===== src/rtl/hs_arb_pkg.sv =====
// Shared types and defaults for the handshake round-robin arbiter.
//   arb_state_e : arbitration FSM state (ARB = free arbitration, LOCK = grant
//                 pinned to one requester for the rest of its burst)
//   DEF_N_REQ   : default number of requester ports
//   DEF_DATA_W  : default data width per beat
//   wrap_inc    : index + 1, wrapping n-1 -> 0
package hs_arb_pkg;

    typedef enum logic [0:0] {
        ARB  = 1'b0,
        LOCK = 1'b1
    } arb_state_e;

    localparam int unsigned DEF_N_REQ  = 4;
    localparam int unsigned DEF_DATA_W = 32;

    function automatic int unsigned wrap_inc(input int unsigned idx, input int unsigned n);
        return (idx + 1 >= n) ? 0 : idx + 1;
    endfunction

endpackage


===== src/rtl/hs_rr_arbiter_rr_pick.sv =====
// Combinational round-robin selector.
//   req     : request vector, one bit per requester
//   ptr     : highest-priority index; search runs ptr, ptr+1, ... wrapping to 0
//   gnt_vld : at least one request present
//   gnt_idx : index of the first requesting port found from ptr upward
module rr_pick
    import hs_arb_pkg::*;
#(
    parameter int unsigned N_REQ = DEF_N_REQ,
    parameter int unsigned SRC_W = $clog2(N_REQ)
) (
    input  logic [N_REQ-1:0] req,
    input  logic [SRC_W-1:0] ptr,
    output logic             gnt_vld,
    output logic [SRC_W-1:0] gnt_idx
);

    always_comb begin
        int unsigned cand;
        gnt_vld = 1'b0;
        gnt_idx = '0;
        cand    = 0;
        for (int unsigned k = 0; k < N_REQ; k++) begin
            cand = 32'(ptr) + k;
            if (cand >= N_REQ) begin
                cand = cand - N_REQ;
            end
            if (!gnt_vld && req[cand[SRC_W-1:0]]) begin
                gnt_vld = 1'b1;
                gnt_idx = cand[SRC_W-1:0];
            end
        end
    end

endmodule


===== src/rtl/hs_rr_arbiter.sv =====
// Round-robin arbiter sharing one valid/ready channel between N_REQ requesters.
// The winning beat is registered into a single output stage (latency 1, up to
// one beat per cycle); out_valid is never dropped before out_ready.
//
// Ports:
//   clk       : clock, rising edge
//   reset_n   : asynchronous reset, active low
//   in_valid  : per-requester valid
//   in_data   : per-requester data, requester i at [i*DATA_W +: DATA_W]
//   in_last   : per-requester end-of-burst flag
//   in_ready  : per-requester ready, one-hot or zero
//   out_valid : registered beat valid
//   out_data  : registered beat data
//   out_src   : index of the requester that sourced the beat
//   out_last  : registered in_last of the beat
//   out_ready : slave ready
//
// Configuration macro HS_ARB_BURST_LOCK_EN: when defined, a beat accepted with
// in_last=0 pins the grant to its requester until that requester's in_last=1
// beat is accepted. When undefined every beat is arbitrated independently and
// in_last is only forwarded to out_last.
module hs_rr_arbiter
    import hs_arb_pkg::*;
#(
    parameter  int unsigned N_REQ  = DEF_N_REQ,
    parameter  int unsigned DATA_W = DEF_DATA_W,
    localparam int unsigned SRC_W  = $clog2(N_REQ)
) (
    input  logic                    clk,
    input  logic                    reset_n,
    input  logic [N_REQ-1:0]        in_valid,
    input  logic [N_REQ*DATA_W-1:0] in_data,
    input  logic [N_REQ-1:0]        in_last,
    output logic [N_REQ-1:0]        in_ready,
    output logic                    out_valid,
    output logic [DATA_W-1:0]       out_data,
    output logic [SRC_W-1:0]        out_src,
    output logic                    out_last,
    input  logic                    out_ready
);

    arb_state_e        state_q;
    arb_state_e        state_d;
    logic [SRC_W-1:0]  ptr_q;
    logic [SRC_W-1:0]  ptr_next;
    logic [N_REQ-1:0]  lock_mask;
    logic [N_REQ-1:0]  req_eff;
    logic              gnt_vld;
    logic [SRC_W-1:0]  gnt_idx;
    logic              stage_free;
    logic              accept;
    logic              gnt_last;
    logic [DATA_W-1:0] gnt_data;

`ifdef HS_ARB_BURST_LOCK_EN
    logic [SRC_W-1:0]  lock_id_q;

    always_comb begin
        lock_mask = '0;
        lock_mask[lock_id_q] = 1'b1;
    end

    always_ff @(posedge clk or negedge reset_n) begin
        if (!reset_n) begin
            lock_id_q <= '0;
        end else if (accept && state_q == ARB) begin
            lock_id_q <= gnt_idx;
        end
    end
`else
    assign lock_mask = '0;
`endif

    // FSM state register
    always_ff @(posedge clk or negedge reset_n) begin
        if (!reset_n) begin
            state_q <= ARB;
        end else begin
            state_q <= state_d;
        end
    end

    // FSM next state
    always_comb begin
        state_d = state_q;
`ifdef HS_ARB_BURST_LOCK_EN
        if (accept) begin
            case (state_q)
                ARB:     if (!gnt_last) state_d = LOCK;
                LOCK:    if (gnt_last)  state_d = ARB;
                default: state_d = ARB;
            endcase
        end
`endif
    end

    // FSM output: which requests may compete this cycle
    always_comb begin
        req_eff = '0;
        case (state_q)
            ARB:     req_eff = in_valid;
            LOCK:    req_eff = in_valid & lock_mask;
            default: req_eff = '0;
        endcase
    end

    rr_pick #(
        .N_REQ (N_REQ),
        .SRC_W (SRC_W)
    ) u_pick (
        .req     (req_eff),
        .ptr     (ptr_q),
        .gnt_vld (gnt_vld),
        .gnt_idx (gnt_idx)
    );

    // reset_n is folded in so in_ready is forced low for as long as reset is
    // asserted, not just from the next edge.
    always_comb begin
        stage_free = !out_valid || out_ready;
        accept     = gnt_vld && stage_free && reset_n;
        in_ready   = '0;
        if (accept) begin
            in_ready[gnt_idx] = 1'b1;
        end
    end

    always_comb begin
        gnt_data = '0;
        gnt_last = 1'b0;
        for (int unsigned i = 0; i < N_REQ; i++) begin
            if (gnt_idx == SRC_W'(i)) begin
                gnt_data = in_data[i*DATA_W +: DATA_W];
                gnt_last = in_last[i];
            end
        end
    end

    assign ptr_next = SRC_W'(wrap_inc(32'(gnt_idx), N_REQ));

    // Pointer advances past the winner on every arbitrated beat; inside a
    // locked burst it only moves once the closing beat is taken.
    always_ff @(posedge clk or negedge reset_n) begin
        if (!reset_n) begin
            ptr_q <= '0;
        end else if (accept && (state_q == ARB || gnt_last)) begin
            ptr_q <= ptr_next;
        end
    end

    // Output stage: reload on accept (covers simultaneous drain), else clear
    // valid once the slave has taken the beat; payload held otherwise.
    always_ff @(posedge clk or negedge reset_n) begin
        if (!reset_n) begin
            out_valid <= 1'b0;
            out_data  <= '0;
            out_src   <= '0;
            out_last  <= 1'b0;
        end else if (accept) begin
            out_valid <= 1'b1;
            out_data  <= gnt_data;
            out_src   <= gnt_idx;
            out_last  <= gnt_last;
        end else if (out_ready) begin
            out_valid <= 1'b0;
        end
    end

endmodule


===== config.mk =====
export PLATFORM = sky130hd
export DESIGN_NAME = hs_rr_arbiter
export DESIGN_NICKNAME = d
export VERILOG_FILES = /design/src/rtl/hs_arb_pkg.sv /design/src/rtl/hs_rr_arbiter_rr_pick.sv /design/src/rtl/hs_rr_arbiter.sv
export SDC_FILE = /design/constraint.sdc
export NUM_CORES = 1
export LEC_CHECK = 0
export ABC_AREA = 0
export BUFFER_PORTS_ARGS = -buffer_cell sky130_fd_sc_hd__buf_2
export CORE_ASPECT_RATIO = 0.7
export CORE_MARGIN = 4
export CORE_UTILIZATION = 40
export CTS_CLUSTER_DIAMETER = 60
export DETAILED_ROUTE_END_ITERATION = 6
export GPL_TIMING_DRIVEN = 0
export PLACE_DENSITY = 0.75
export RECOVER_POWER = 50
export SYNTH_ARGS = -nofsm -noshare
export SYNTH_HDL_FRONTEND = slang
export SYNTH_HIERARCHICAL = 1
export SYNTH_SLANG_ARGS = --single-unit

===== constraint.sdc =====
create_clock -name clk -period 2.5 [get_ports clk]
set_input_delay 0.125 -clock clk [delete_from_list [all_inputs] [get_ports clk]]
set_output_delay 0.125 -clock clk [all_outputs]
set_load 0.01 [all_outputs]

-- Yosys cells after proc, flatten, opt, wreduce, memory -nomap -nowiden
Cells that the tools add are included.
- input port bits: 139
- flip-flop bits (word level): 38
- ROM bits: 0
- latch bits: 0
- bits in writable memories: 0
- memories: 0
- output and inout port bits: 40
- logic and storage cells: 74
- $lt $le $gt $ge: 11
- multipliers: 0
- add/subtract/negate cells: 8
- multiplexer cells: 34
- equality and inequality tests: 3
- shift-type cells: 0
- divide/modulo/power cells: 0
- bitwise operators: 0
- reductions and logical operators: 13
- operators by type and width (operator ; count):
    $mux W32 ; 4
    $mux W2 ; 9
    $lt A2 B3 Y1 const B ; 5
    $mux W1 ; 15
    $ge A3 B3 Y1 const B ; 4
    $bmux W1 S2 ; 4
    $sub A2 B1 Y2 const B ; 4
    $add A2 B1 Y3 const B ; 2
    $add A2 B2 Y3 const B ; 2
    $logic_and A1 B1 Y1 ; 6
    $eq A2 B2 Y1 const B ; 2
    $logic_not A1 Y1 ; 4
    $mux W4 ; 1
    $ge A2 B3 Y1 const B ; 1
    $demux W1 S2 ; 1
    $eq A2 B1 Y1 const B ; 1
    $ge A2 B1 Y1 const B ; 1
    $logic_not A2 Y1 ; 1
    $reduce_bool A2 Y1 ; 1
    $logic_or A1 B1 Y1 ; 1

-- Logic depth before layout (Yosys ltp)
- word-level depth: 19
- depth in mapped cells: 10
- depth with buffers taken out: 8

-- Modules after synthesis
The synthesis kept the hierarchy.
- modules (own cells, without submodules) (module ; times used ; cells each ; area an instance (um^2) ; sequential area each (um^2)):
    hs_rr_arbiter ; 1 ; 327 ; 2972.9 ; 950.9
    rr_pick ; 1 ; 15 ; 77.6 ; 0.0

-- Worst setup path before layout
No wires, ideal clock.
- path kind: flip-flop to flip-flop
- start point: reg ptr_q[0]
- end point: reg out_data[0]
- data required time: 2.435 ns
- buffers on the path: 2
- period minus slack after synthesis: 2.122 ns
- setup time: 0.065 ns
- arrival time: 2.057 ns
- stages on the path, launching flop included: 10
- slack: 0.378 ns
- cell sequence: dfrtp_1 -> inv_2 -> a221o_1 -> a21oi_1 -> inv_1 -> ha_1 -> buf_4 -> buf_2 -> a221oi_2 -> o22a_1
- word-level cells in the longest chain between the ends: 19
- elaborated cells on any way between the ends: 47
- those cells by class: 7 x add/sub; 4 x order compare; 3 x eq/ne; 24 x mux; 9 x reduce/logical
- ends and longest elaborated chain (element ; line ; RTL):
    from (decl) ; hs_rr_arbiter.sv:44 ; logic [SRC_W-1:0] ptr_q;
    from (signal assigned) ; hs_rr_arbiter.sv:147 ; ptr_q <= ptr_next;
    parallel branches: the longest is 13 deep, another holds $add A2 B1 Y3 ; -- ;
    $mux W2 * ; hs_rr_arbiter_rr_pick.sv:28 ; if (!gnt_vld && req[cand[SRC_W-1:0]]) begin
    named net gnt_idx[0] ; hs_rr_arbiter.sv:49 ; logic [SRC_W-1:0] gnt_idx;
    $logic_not A2 Y1 ; hs_rr_arbiter.sv:132 ; if (gnt_idx == SRC_W'(i)) begin
    $mux W32 (3 in series) ; hs_rr_arbiter.sv:132 ;
    $mux W32 * ; hs_rr_arbiter.sv:132 ;
    to (signal assigned) ; hs_rr_arbiter.sv:161 ; out_data <= gnt_data;
    to (decl) ; hs_rr_arbiter.sv:36 ; output logic [DATA_W-1:0] out_data,
Mark *: on every way through the listed nets, which the timed path passes. The select of a mux whose other input is x is not followed.
A chain may end at the register's enable or synchronous reset.

-- Worst setup path after layout
- start point: reg ptr_q[0]
- end point: out in_ready[2]
- word-level cells in the longest chain between the ends: 19
- elaborated cells on any way between the ends: 45
- those cells by class: 7 x add/sub; 6 x order compare; 23 x mux; 9 x reduce/logical
- ends and longest elaborated chain (element ; line ; RTL):
    parallel branches: the longest is 13 deep, another holds $add A2 B1 Y3 ; -- ;
    $mux W2 * ; hs_rr_arbiter_rr_pick.sv:28 ;
    named net gnt_idx[0] ; hs_rr_arbiter.sv:49 ;
    $lt A2 B3 Y1 (not written as such) or $ge A2 B1 Y1 (tied branches) ; hs_rr_arbiter.sv:124 ; in_ready[gnt_idx] = 1'b1;
    $logic_and A1 B1 Y1 (not written as such) ; hs_rr_arbiter.sv:124 ;
    $mux W1 (not written as such) ; hs_rr_arbiter.sv:124 ;
    $demux W1 S2 * ; hs_rr_arbiter.sv:124 ;
    $mux W4 * ; hs_rr_arbiter.sv:123 ; if (accept) begin
    to (decl) ; hs_rr_arbiter.sv:34 ; output logic [N_REQ-1:0] in_ready,
Marked as above.

==> metrics <==
register area share after synthesis=31.2%; clk sink count=38; crit start category=flop; total die area=9110 µm²; clock slew at the register clock pins of the worst setup and hold paths=70 ps; most frequent cells in the layout=buf_2, inv_1, dfrtp_1; clock skew=5.24 ps; Leak=0.00202 µW; setup slack after layout=85.2 ps; #FFs+latches synth=38; Port Buffers=178; vias in the first global route=3331; slew margin rel.=-14.8%; Die Wd=112 µm; Clk Latency, worst-skew pair=280 ps; Area Growth Syn to Fin=36.8%; RSZ-0062 raised after global routing=false; Final ANT Viol Nets=0; Root Driver=clkbuf_8; TritonRoute pass-1 iters=4; Tightest Pin Transition=1720 ps; vias=3459; Clk pwr share=9.0%; Avg WL per Cell=17.7 µm; DP HPWL=8.58 mm; Warnings, synthesis=6; Worst EP arrival=2290 ps; Starting Density=41.5%; initial drt markers=255; Die Ht=81.1 µm; post-synth cell types=28; cell count after synthesis=342; critical path class=flop to output port; setup TNS=0 ps; pre-CTS setup slack=27.1 ps; antenna cells=0; status=complete, but fails checks; Core Footprint=7350 µm²; biggest area consumer among synthesized cells=dfrtp_1; largest net degree at the start of global routing=39; CTS tree=yes; Final Hold Viols=0; failing checks=capacitance limit, slew limit; total routed wirelength=11.1 mm; Ports=179; share of cells above drive strength 1=45.4%; total power draw=4360 µW; Fill cells=717; Slew Viols, Final=39; GPL Wtd Cong=0.863; Crit. End Element=output port; Max Freq=414 MHz; Net Count, Synth=485; initial antenna violation count=0; PwrDens=1040 nW/µm²; Core Util, Final=56.8%; max_cap viols=1; Nets=674; Req. time, crit path=2380 ps; total track usage=23.2%; H-tree Lvls=2; fin crit share=96.6%; FFs w/ async S/R, synth=100%; Core Rows=26; Post-synth EDFFs=0; synth top area cells=dfrtp_1, a221oi_2, o22a_1; grt ovf=0; share of power burned in registers=25.5%; worst hold path type=input pin to flop; Sw Share=44.5%; maximum root-to-sink buffer count=2; combinational share of power=65.5%; hold_ws=174 ps; final setup vio count=0; Final Critical Period=2410 ps; commonest non-fill, non-tap cell in the layout=buf_2; VDD IR max=0.000437 V; Synth top area share=31.2%; top_reg_cell synth=dfrtp_1; via/cell ratio=5.50; first-pass GRT wire length=16.7 mm; Num CTS Buffers=5; Remaining DRCs=0; synthesized area=3050 µm²; Avg Inst Size Synth=8.92 µm²; Critical Path Fanout Max=10; Switch Pwr=1940 µW; Pint=2420 µW
==> routing by layer <==
| metal | global-route usage (%) | vias up | share of wire (%) |
|---|---|---|---|
| li1 | - | 1619 | - |
| met1 | 29.5 | 1637 | 42 |
| met2 | 39.5 | 197 | 46 |
| met3 | 6.55 | 6 | 11 |
| met4 | 6.12 | 0 | 0.76 |
| met5 | 0 | - | 0 |
==> timing repair <==
action / 4_1_cts / 5_1_grt
resized for setup: 3 / 1
hold buffers: 2 / 0
hold endpoints to repair: 38 / 0
pin swaps: 0 / 1
setup endpoints to repair: 3 / 4
buffers inserted: 0 / 3
==> final cells by class <==
class | count | area (µm²) | area share (%)
plain buffers | 37 | 272 | 6.51
clock buffers | 7 | 76.3 | 1.83
inverters | 40 | 150 | 3.60
multi-input cells | 226 | 1690 | 40.5
flip-flops and latches | 38 | 951 | 22.8
well taps | 98 | 123 | 2.94
repair buffers | 183 | 911 | 21.8
==> worst paths after layout <==
check / to / slack (ps) / depth (start not counted) / start
max: in_ready[2] / 90 / 9 / ptr_q[0]
max reg2reg: out_data[0] / 230 / 9 / ptr_q[0]
min in group asynchronous: out_data[22] / 1120 / 3 / reset_n
min: out_data[18] / 170 / 4 / in_data[114]
max in group asynchronous: out_data[8] / 390 / 3 / reset_n
min reg2reg: out_data[30] / 510 / 1 / out_data[30]
==> flip-flops by register name, indices dropped and copies added (netlist names) <==
signal	flops
out_src	2
out_valid	1
ptr_q	2
out_last	1
out_data	32
==> power groups by stage <==
stage | Sequential, µW | Clock [µW] | Combinational (µW)
floorplan | 1220 | 0 | 1810
global placement | 1090 | 0 | 2760
detailed placement | 1110 | 0 | 2840
CTS | 1100 | 407 | 2860
global route | 1140 | 438 | 3090
finish | 1110 | 392 | 2850
==> critical path, cell delays in order, from the launching register on <==
cell	delay, ps
dfrtp_1	400
inv_2	50
a221o_1	360
a21oi_4	170
inv_1	80
ha_1	240
buf_4	200
buf_4	200
and3_1	160
buf_2	140
==> synthesized netlist by cell type (5+ instances only) <==
cell,n
dfrtp_1,38
buf_4,6
nand3_1,34
inv_1,39
buf_6,5
o22a_1,30
a221oi_2,29
nand2_1,35
nand3b_1,33
buf_2,21
a21oi_1,37
==> logic make-up after synthesis <==
kind of cell	after synthesis	synth area share [%]
adder cells (fa/ha/maj)	4	1.64
multiplexers	4	1.48
buffers and inverters	78	13.9
AO/OA/AOI/OAI	106	31.9
AND/OR/NAND/NOR	112	19.9
flip-flops	38	31.2
==> stage by stage <==
stage               instance area, µm²  std cells
floorplan                         3050        342
global route                      4170        629
CTS                               4180        626
global placement                  4060        618
detailed placement                4060        618
finish                            4170        629
(Power assumes the default switching activity.)
